$ cat src/rtl/e2tt_print_ctl.sv
// Console typewriter print controller.
// Takes one EBCDIC character at a time and presents it to the e2tt converter.
// After the converter latency it reads back the tilt/rotate code and the case flags.
// It then sequences the shift, print, space and carrier-return magnets, each with a
// fixed mechanical busy time, while tracking shift state and print column.
module e2tt_print_ctl #(
  parameter int XLAT_LAT     = 3,
  parameter int PRINT_CYCLES = 8,
  parameter int SHIFT_CYCLES = 6,
  parameter int SPACE_CYCLES = 4,
  parameter int CR_CYCLES    = 20,
  parameter int LINE_WIDTH   = 8
) (
  input  logic                              i_clk,
  input  logic                              i_reset,
  input  logic                              i_valid,
  output logic                              o_ready,
  input  logic [7:0]                        i_data,
  output logic [7:0]                        o_data_reg,
  input  logic [5:0]                        i_tt_out,
  input  logic                              i_lower_case_character,
  input  logic                              i_upper_case_character,
  output logic [5:0]                        o_tt,
  output logic                              o_print_strobe,
  output logic                              o_shift_up,
  output logic                              o_shift_down,
  output logic                              o_space,
  output logic                              o_carrier_return,
  output logic                              o_case_upper,
  output logic [$clog2(LINE_WIDTH+1)-1:0]   o_column,
  output logic                              o_drop
);

  localparam int COL_W = $clog2(LINE_WIDTH + 1);
  localparam int CNT_W = 8;

  typedef enum logic [2:0] {
    S_IDLE, S_XLAT, S_DECIDE, S_SHIFT, S_PRINT, S_SPACE, S_CR
  } state_t;

  state_t           r_state;
  logic [CNT_W-1:0] r_cnt;
  logic [7:0]       r_data;
  logic [5:0]       r_tt;
  logic             r_case_upper;
  logic [COL_W-1:0] r_col;
  logic             r_auto;
  logic             r_print_strobe;
  logic             r_shift_up;
  logic             r_shift_down;
  logic             r_space;
  logic             r_cr;

  logic w_nl;
  logic w_sp;
  logic w_up_only;
  logic w_lo_only;
  logic w_any_case;
  logic w_full;
  logic w_auto_cr;
  logic w_drop;
  logic w_cnt_done;

  // Character classification used by the DECIDE cycle; the flags come straight from e2tt.
  always_comb begin
    w_nl       = (r_data == 8'h15);
    w_sp       = (r_data == 8'h40);
    w_up_only  = i_upper_case_character && !i_lower_case_character;
    w_lo_only  = i_lower_case_character && !i_upper_case_character;
    w_any_case = i_upper_case_character || i_lower_case_character;
    w_full     = (r_col == COL_W'(LINE_WIDTH));
    w_auto_cr  = w_full && (w_any_case || w_sp);
    // Drop is the lowest-priority DECIDE outcome and must show in the DECIDE cycle itself.
    w_drop     = (r_state == S_DECIDE) && !w_nl && !w_auto_cr && !w_sp && !w_any_case;
    w_cnt_done = (r_cnt == '0);
  end

  // Main sequencer: state, busy counter, latched character/code, shift state, column and pulses.
  always_ff @(posedge i_clk) begin
    if (i_reset) begin
      r_state        <= S_IDLE;
      r_cnt          <= '0;
      r_data         <= 8'h00;
      r_tt           <= 6'd0;
      r_case_upper   <= 1'b0;
      r_col          <= '0;
      r_auto         <= 1'b0;
      r_print_strobe <= 1'b0;
      r_shift_up     <= 1'b0;
      r_shift_down   <= 1'b0;
      r_space        <= 1'b0;
      r_cr           <= 1'b0;
    end else begin
      // Magnet pulses last exactly one cycle: the first cycle of their action state.
      r_print_strobe <= 1'b0;
      r_shift_up     <= 1'b0;
      r_shift_down   <= 1'b0;
      r_space        <= 1'b0;
      r_cr           <= 1'b0;

      case (r_state)
        S_IDLE: begin
          if (i_valid) begin
            r_data  <= i_data;
            r_cnt   <= CNT_W'(XLAT_LAT - 1);
            r_state <= S_XLAT;
          end
        end

        S_XLAT: begin
          if (w_cnt_done) r_state <= S_DECIDE;
          else            r_cnt   <= r_cnt - 1'b1;
        end

        S_DECIDE: begin
          if (w_nl) begin
            r_cr    <= 1'b1;
            r_auto  <= 1'b0;
            r_cnt   <= CNT_W'(CR_CYCLES - 1);
            r_state <= S_CR;
          end else if (w_auto_cr) begin
            // Line is full: return the carrier first, then re-decide the same character.
            r_cr    <= 1'b1;
            r_auto  <= 1'b1;
            r_cnt   <= CNT_W'(CR_CYCLES - 1);
            r_state <= S_CR;
          end else if (w_sp) begin
            r_space <= 1'b1;
            r_cnt   <= CNT_W'(SPACE_CYCLES - 1);
            r_state <= S_SPACE;
          end else if (w_up_only && !r_case_upper) begin
            r_shift_up <= 1'b1;
            r_cnt      <= CNT_W'(SHIFT_CYCLES - 1);
            r_state    <= S_SHIFT;
          end else if (w_lo_only && r_case_upper) begin
            r_shift_down <= 1'b1;
            r_cnt        <= CNT_W'(SHIFT_CYCLES - 1);
            r_state      <= S_SHIFT;
          end else if (w_any_case) begin
            r_tt           <= i_tt_out;
            r_print_strobe <= 1'b1;
            r_cnt          <= CNT_W'(PRINT_CYCLES - 1);
            r_state        <= S_PRINT;
          end else begin
            r_state <= S_IDLE;
          end
        end

        S_SHIFT: begin
          if (r_shift_up || r_shift_down) r_case_upper <= ~r_case_upper;
          if (w_cnt_done) r_state <= S_DECIDE;
          else            r_cnt   <= r_cnt - 1'b1;
        end

        S_PRINT: begin
          if (r_print_strobe && (r_col < COL_W'(LINE_WIDTH))) r_col <= r_col + 1'b1;
          if (w_cnt_done) r_state <= S_IDLE;
          else            r_cnt   <= r_cnt - 1'b1;
        end

        S_SPACE: begin
          if (r_space && (r_col < COL_W'(LINE_WIDTH))) r_col <= r_col + 1'b1;
          if (w_cnt_done) r_state <= S_IDLE;
          else            r_cnt   <= r_cnt - 1'b1;
        end

        S_CR: begin
          if (r_cr) r_col <= '0;
          if (w_cnt_done) begin
            r_auto  <= 1'b0;
            r_state <= r_auto ? S_DECIDE : S_IDLE;
          end else begin
            r_cnt <= r_cnt - 1'b1;
          end
        end

        default: r_state <= S_IDLE;
      endcase
    end
  end

  assign o_ready          = (r_state == S_IDLE);
  assign o_data_reg       = r_data;
  assign o_tt             = r_tt;
  assign o_print_strobe   = r_print_strobe;
  assign o_shift_up       = r_shift_up;
  assign o_shift_down     = r_shift_down;
  assign o_space          = r_space;
  assign o_carrier_return = r_cr;
  assign o_case_upper     = r_case_upper;
  assign o_column         = r_col;
  assign o_drop           = w_drop;

endmodule
$ cat config.mk
export PLATFORM = sky130hd
export DESIGN_NAME = e2tt_print_ctl
export DESIGN_NICKNAME = d
export VERILOG_FILES = /design/src/rtl/e2tt_print_ctl.sv
export SDC_FILE = /design/constraint.sdc
export NUM_CORES = 1
export LEC_CHECK = 0
export ABC_AREA = 0
export BUFFER_PORTS_ARGS = -buffer_cell sky130_fd_sc_hd__buf_2
export CAP_MARGIN = 20
export CORE_ASPECT_RATIO = 2
export CORE_MARGIN = 2
export CORE_UTILIZATION = 42
export DETAILED_ROUTE_END_ITERATION = 7
export GPL_TIMING_DRIVEN = 0
export PLACE_DENSITY = 0.75
export SLEW_MARGIN = 20
export SYNTH_ARGS = -nofsm -noshare
export SYNTH_HDL_FRONTEND = slang
export SYNTH_SLANG_ARGS = --single-unit
$ cat constraint.sdc
create_clock -name i_clk -period 2 [get_ports i_clk]
set_clock_uncertainty 0.1 [all_clocks]
set_input_delay 0.2 -clock i_clk [delete_from_list [all_inputs] [get_ports i_clk]]
set_output_delay 0.2 -clock i_clk [all_outputs]
set_load 0.005 [all_outputs]
## Word level (Yosys, flattened, before mapping)

Index checks and enable logic that the tools add are counted.

- Bits in registers: 36
- Bits in latches: 0
- RAM bits: 0
- Memory bits (read-only): 0
- Input port bits: 19
- Word-level logic and storage cells: 117
- Memories kept: 0

- $add $sub $neg: 2
- $mul: 0
- Divide/modulo/power cells: 0
- Order comparisons: 1
- Eq/ne operators: 19
- Shift operators: 0
- Mux-type cells: 35
- Bitwise logic cells: 7
- Reduce and logical (&&, ||, !) cells: 41

Operators with widths:

| cell | count |
|---|---|
| 8-bit two-way mux | 8 |
| 3-bit two-way mux | 10 |
| 8-bit case mux with 3 select lines | 1 |
| 3-bit case mux with 5 select lines | 1 |
| 4-bit two-way mux | 3 |
| 2-bit inequality test (second input constant) | 6 |
| 4-bit case mux with 3 select lines | 1 |
| 4-bit AND reduction | 3 |
| 1-bit logical AND | 11 |
| 5-bit OR reduction | 2 |
| 3-bit == test (second input constant) | 3 |
| 1-bit two-way mux | 9 |
| 8-bit by 5-bit == test with 1-bit output (second input constant) | 1 |
| 8-bit by 7-bit == test with 1-bit output (second input constant) | 1 |
| 8-bit zero test | 1 |
| 8-bit by 1-bit subtractor with 8-bit output (second input constant) | 1 |
| 1-bit zero test | 7 |
| 7-bit by 5-bit inequality test with 1-bit output (second input constant) | 1 |
| 1-bit NOT | 7 |
| 7-bit AND reduction | 1 |
| 7-bit OR reduction | 1 |
| 3-bit by 2-bit == test with 1-bit output (second input constant) | 2 |
| 3-bit nonzero test | 2 |
| 2-bit OR reduction | 3 |
| other kinds (15) | 19 |

## Longest topological paths before layout

- Depth after elaboration: 9
- Depth in mapped cells: 7
- Gate-level depth less buffers: 7

## Worst setup path before layout

Ideal clock, no wire load.

- Path kind: register to register
- From: register r_cnt[0]
- To: register r_cnt[6]
- Setup time: 0.070 ns
- Arrival: 1.864 ns
- Data required time: 1.830 ns
- Setup slack: -0.034 ns
- Stages on the path, launching flop included: 8
- Buffers on the path: 1
- Cell sequence: dfxtp_1 -> inv_1 -> ha_1 -> and3_1 -> a221o_1 -> buf_2 -> or4_1 -> a21oi_1

- Cells in the longest elaborated chain, start to end: 3

Ends and longest elaborated chain:

| element | RTL line | RTL |
|---|---|---|
| start: declaration | 42 | `logic [CNT_W-1:0] r_cnt;` |
| start signal: assignment | 105 | `r_cnt <= CNT_W'(XLAT_LAT - 1);` |
| start signal: assignment | 112 | `else r_cnt <= r_cnt - 1'b1;` |
| start signal: assignment | 119 | `r_cnt <= CNT_W'(CR_CYCLES - 1);` |
| 8-bit by 1-bit subtractor with 8-bit output / 8-bit zero test (equally long branches) | -- |  |
| 8-bit two-way mux / 2-bit inequality test (equally long branches) | -- |  |
| 8-bit case mux with 3 select lines / 4-bit AND reduction (equally long branches) | -- |  |

Several ways; a longest one is shown, not always the timed one. The select of a mux whose other input is x is not followed.
A chain may end at the register's enable or synchronous reset.

## Worst setup path in the final report

Same ends and word-level chain as after synthesis.

==> results.sh <==
export IMPL_wirelength_mm=5.707
export IMPL_finalNonFillerCells=348
export IMPL_reg2reg_from="r_cnt[0]"
export IMPL_hold_path_class="primary input to flip-flop"
export IMPL_synth_top_area_share=0.3804
export IMPL_io_pins=45
export IMPL_clk_latency_ps=300
export IMPL_syn_avg_cell_area_um2=8.061
export IMPL_yosys_top_cells_count="36 x dfxtp_1, 32 x nand2_1, 27 x nor2_1"
export IMPL_synth_edf_count=0
export IMPL_dieArea_um2=5096
export IMPL_htree_levels=2
export IMPL_cp_start_kind="flip-flop"
export IMPL_antenna_left=0
export IMPL_synth_ff_type="dfxtp_1"
export IMPL_grt_remaining_overflow=0
export IMPL_rows=34
export IMPL_vias_per_cell=5.885
export IMPL_crit_path_cell_trace="inv_2, ha_4, a32o_2, a221o_1, buf_6, or4_1, a21oi_1"
export IMPL_hold_start="i_data[6]"
export IMPL_crit_arrival_ps=2240
export IMPL_outcome="finished with violations"
export IMPL_max_freq_mhz=474.6
export IMPL_cts_buffer_depth=2
export IMPL_numCtsBuffers=5
export IMPL_gp_congestion=0.8796
export IMPL_synth_top_cell_by_area="dfxtp_1"
export IMPL_synth_cell_type_count=48
export IMPL_initial_core_util=0.4366
export IMPL_crit_fanout=4
export IMPL_syn_inst=235
export IMPL_seq_area_frac_synth=0.3804
export IMPL_rsz0062_at_grt="true"
export IMPL_clk_pin_slew_worst_paths_ps=80
export IMPL_crit_required_ps=2130
export IMPL_layout_drive_gt1_share=0.3503
export IMPL_antenna_cells=0
export IMPL_critPathSlowestCell="or4_1"
export IMPL_ys_ff_latch=36
export IMPL_vias=2048
export IMPL_track_usage=0.2322
export IMPL_wl_per_cell_um=16.40
export IMPL_fin_nets=316
export IMPL_drv_slew=0
export IMPL_cts_tree="built"
export IMPL_grt_max_degree=13
export IMPL_die_w_um=51.49
export IMPL_synth_most_common_cell="dfxtp_1"
export IMPL_hold_viol_final=0
export IMPL_first_pass_iters=4
export IMPL_yosys_warnings=0
export IMPL_final_period_utilization=1.053
export IMPL_port_buffer_count=43
export IMPL_slew_headroom=0.6486
export IMPL_drc=0
export IMPL_finalWorstSetupSlack_ps=-107.0
export IMPL_grt_pass1_vias=2081
export IMPL_dp_hpwl_mm=3.903
export IMPL_crit_path_end_kind="flip-flop"
export IMPL_r2r_slack_ps=-110
export IMPL_cts_root_buf="clkbuf_8"
export IMPL_maxCapViolCount=0
export IMPL_power_w=0.002144
export IMPL_drt_iter0_markers=47
export IMPL_core_area_um2=4339
export IMPL_fp_dieH_um=98.98
export IMPL_min_period_ps=2107
export IMPL_async_flop_share=0
export IMPL_violations="negative setup slack"
export IMPL_cts_num_sinks=36
export IMPL_grt_pass1_wl_mm=9.025
export IMPL_critical_path_class="flip-flop to flip-flop"
export IMPL_synth_area_um2=1894
export IMPL_leakagePower_nw=1.098
export IMPL_dpl_worst_slack_ps=-151.4
export IMPL_crit_path_start="r_cnt[0]"
export IMPL_dp_cells=332
export IMPL_ir_drop_v=0.0005162
export IMPL_setup_violations=3
export IMPL_area_growth_pct=31.70
export IMPL_antenna_found_initial=0
export IMPL_slowest_delay_ps=460
export IMPL_worst_pin_slew_ps=527.0
export IMPL_synth_area_top_cells="dfxtp_1 38%, a21oi_1 6.3%, nand2_1 6.3%"
export IMPL_pwr_density_cell_nw_per_um2=859.5
export IMPL_synth_fp_nets=258
export IMPL_hold_slack_ps=29.32
## placed cells by master, fill, tap and decap left out, types with 2 or more instances in the layout
| cell type | instances |
|---|---|
| clkbuf_1 | 4 |
| dfxtp_1 | 29 |
| buf_2 | 45 |
| nand2b_1 | 3 |
| or3b_2 | 2 |
| nand3b_1 | 4 |
| dfxtp_4 | 2 |
| inv_2 | 2 |
| nor4_4 | 2 |
| a21oi_1 | 23 |
| o31ai_1 | 6 |
| o21ai_0 | 5 |
| nand3_1 | 9 |
| a31oi_1 | 2 |
| a22oi_1 | 3 |
| nand2_1 | 31 |
| or4_1 | 3 |
| or2_2 | 2 |
| nor2_1 | 27 |
| inv_1 | 2 |
| buf_4 | 10 |
| dfxtp_2 | 5 |
| clkbuf_8 | 5 |
| ha_1 | 3 |
| nor2b_1 | 2 |
| mux2i_1 | 9 |
| inv_4 | 2 |
| nor3_1 | 7 |
| clkinv_2 | 2 |
| buf_6 | 2 |
| nor4_1 | 3 |
## area by class of cell
cell class | count | area, um^2
buffer | 9 | 55.05
clock buffer | 5 | 68.82
fill | 421 | 1844
sequential | 36 | 734.5
multi-input combinational | 181 | 1227
inverter | 6 | 27.53
timing repair buffer | 54 | 295.3
tap | 54 | 67.56
clock inverter | 3 | 18.77
## final timing paths
check                        to  cells past startpoint
setup / recovery       r_cnt[6]                      7
hold / removal    o_data_reg[6]                      3
setup reg to reg       r_cnt[6]                      7
hold reg to reg   o_data_reg[6]                      2
## layer usage
layer	vias to the layer above	wire (um)	global-route usage	share of wire
met2	81	3080	0.4132	0.54
met1	975	1927	0.2134	0.34
met3	30	328	0.04848	0.057
li1	962	-	-	-
met5	-	0	0	0
met4	0	371	0.1883	0.065
## critical path: cells and delay by family (launching register included)
kind | cells | cell delay (ps)
buffers and inverters | 2 | 210
AOI/OAI and AO/OA | 3 | 730
adders and majority gates | 1 | 160
DFF | 1 | 370
and+or+nand+nor | 1 | 460
## power breakdown
group          switching (W)  internal [W]  leakage [nW]
Combinational       0.000422      0.000346         0.754
Clock               0.000278      0.000243        0.0479
Sequential         0.0000743      0.000781         0.296
## cell families (layout without fill, tap and decap cells)
family,count (synthesis),count (layout),synth area share
fa+ha+maj,4,4,0.02642
xor+xnor,1,1,0.004624
compound gates,55,55,0.1850
flops,36,36,0.3804
simple gates,111,111,0.3131
mux,10,10,0.05350
buf+inv,18,77,0.03698
## stage by stage
step | instance area, um^2 | utilization | setup TNS (ps)
floorplan | 1906 | - | 0
global placement | 2188 | 0.5043 | -1254
detailed placement | 2188 | 0.5043 | -1555
CTS | 2376 | 0.5476 | -155.9
global route | 2495 | 0.5750 | -381.1
finish | 2495 | 0.5750 | -124.9
## what timing repair did
item                       4_1_cts  5_1_grt
gates cloned                     1        0
resized for setup               17       25
hold buffers                     0        0
pin swaps                        6        9
buffers inserted                 6        4
setup endpoints to repair       18       17
(Power assumes the default switching activity.)
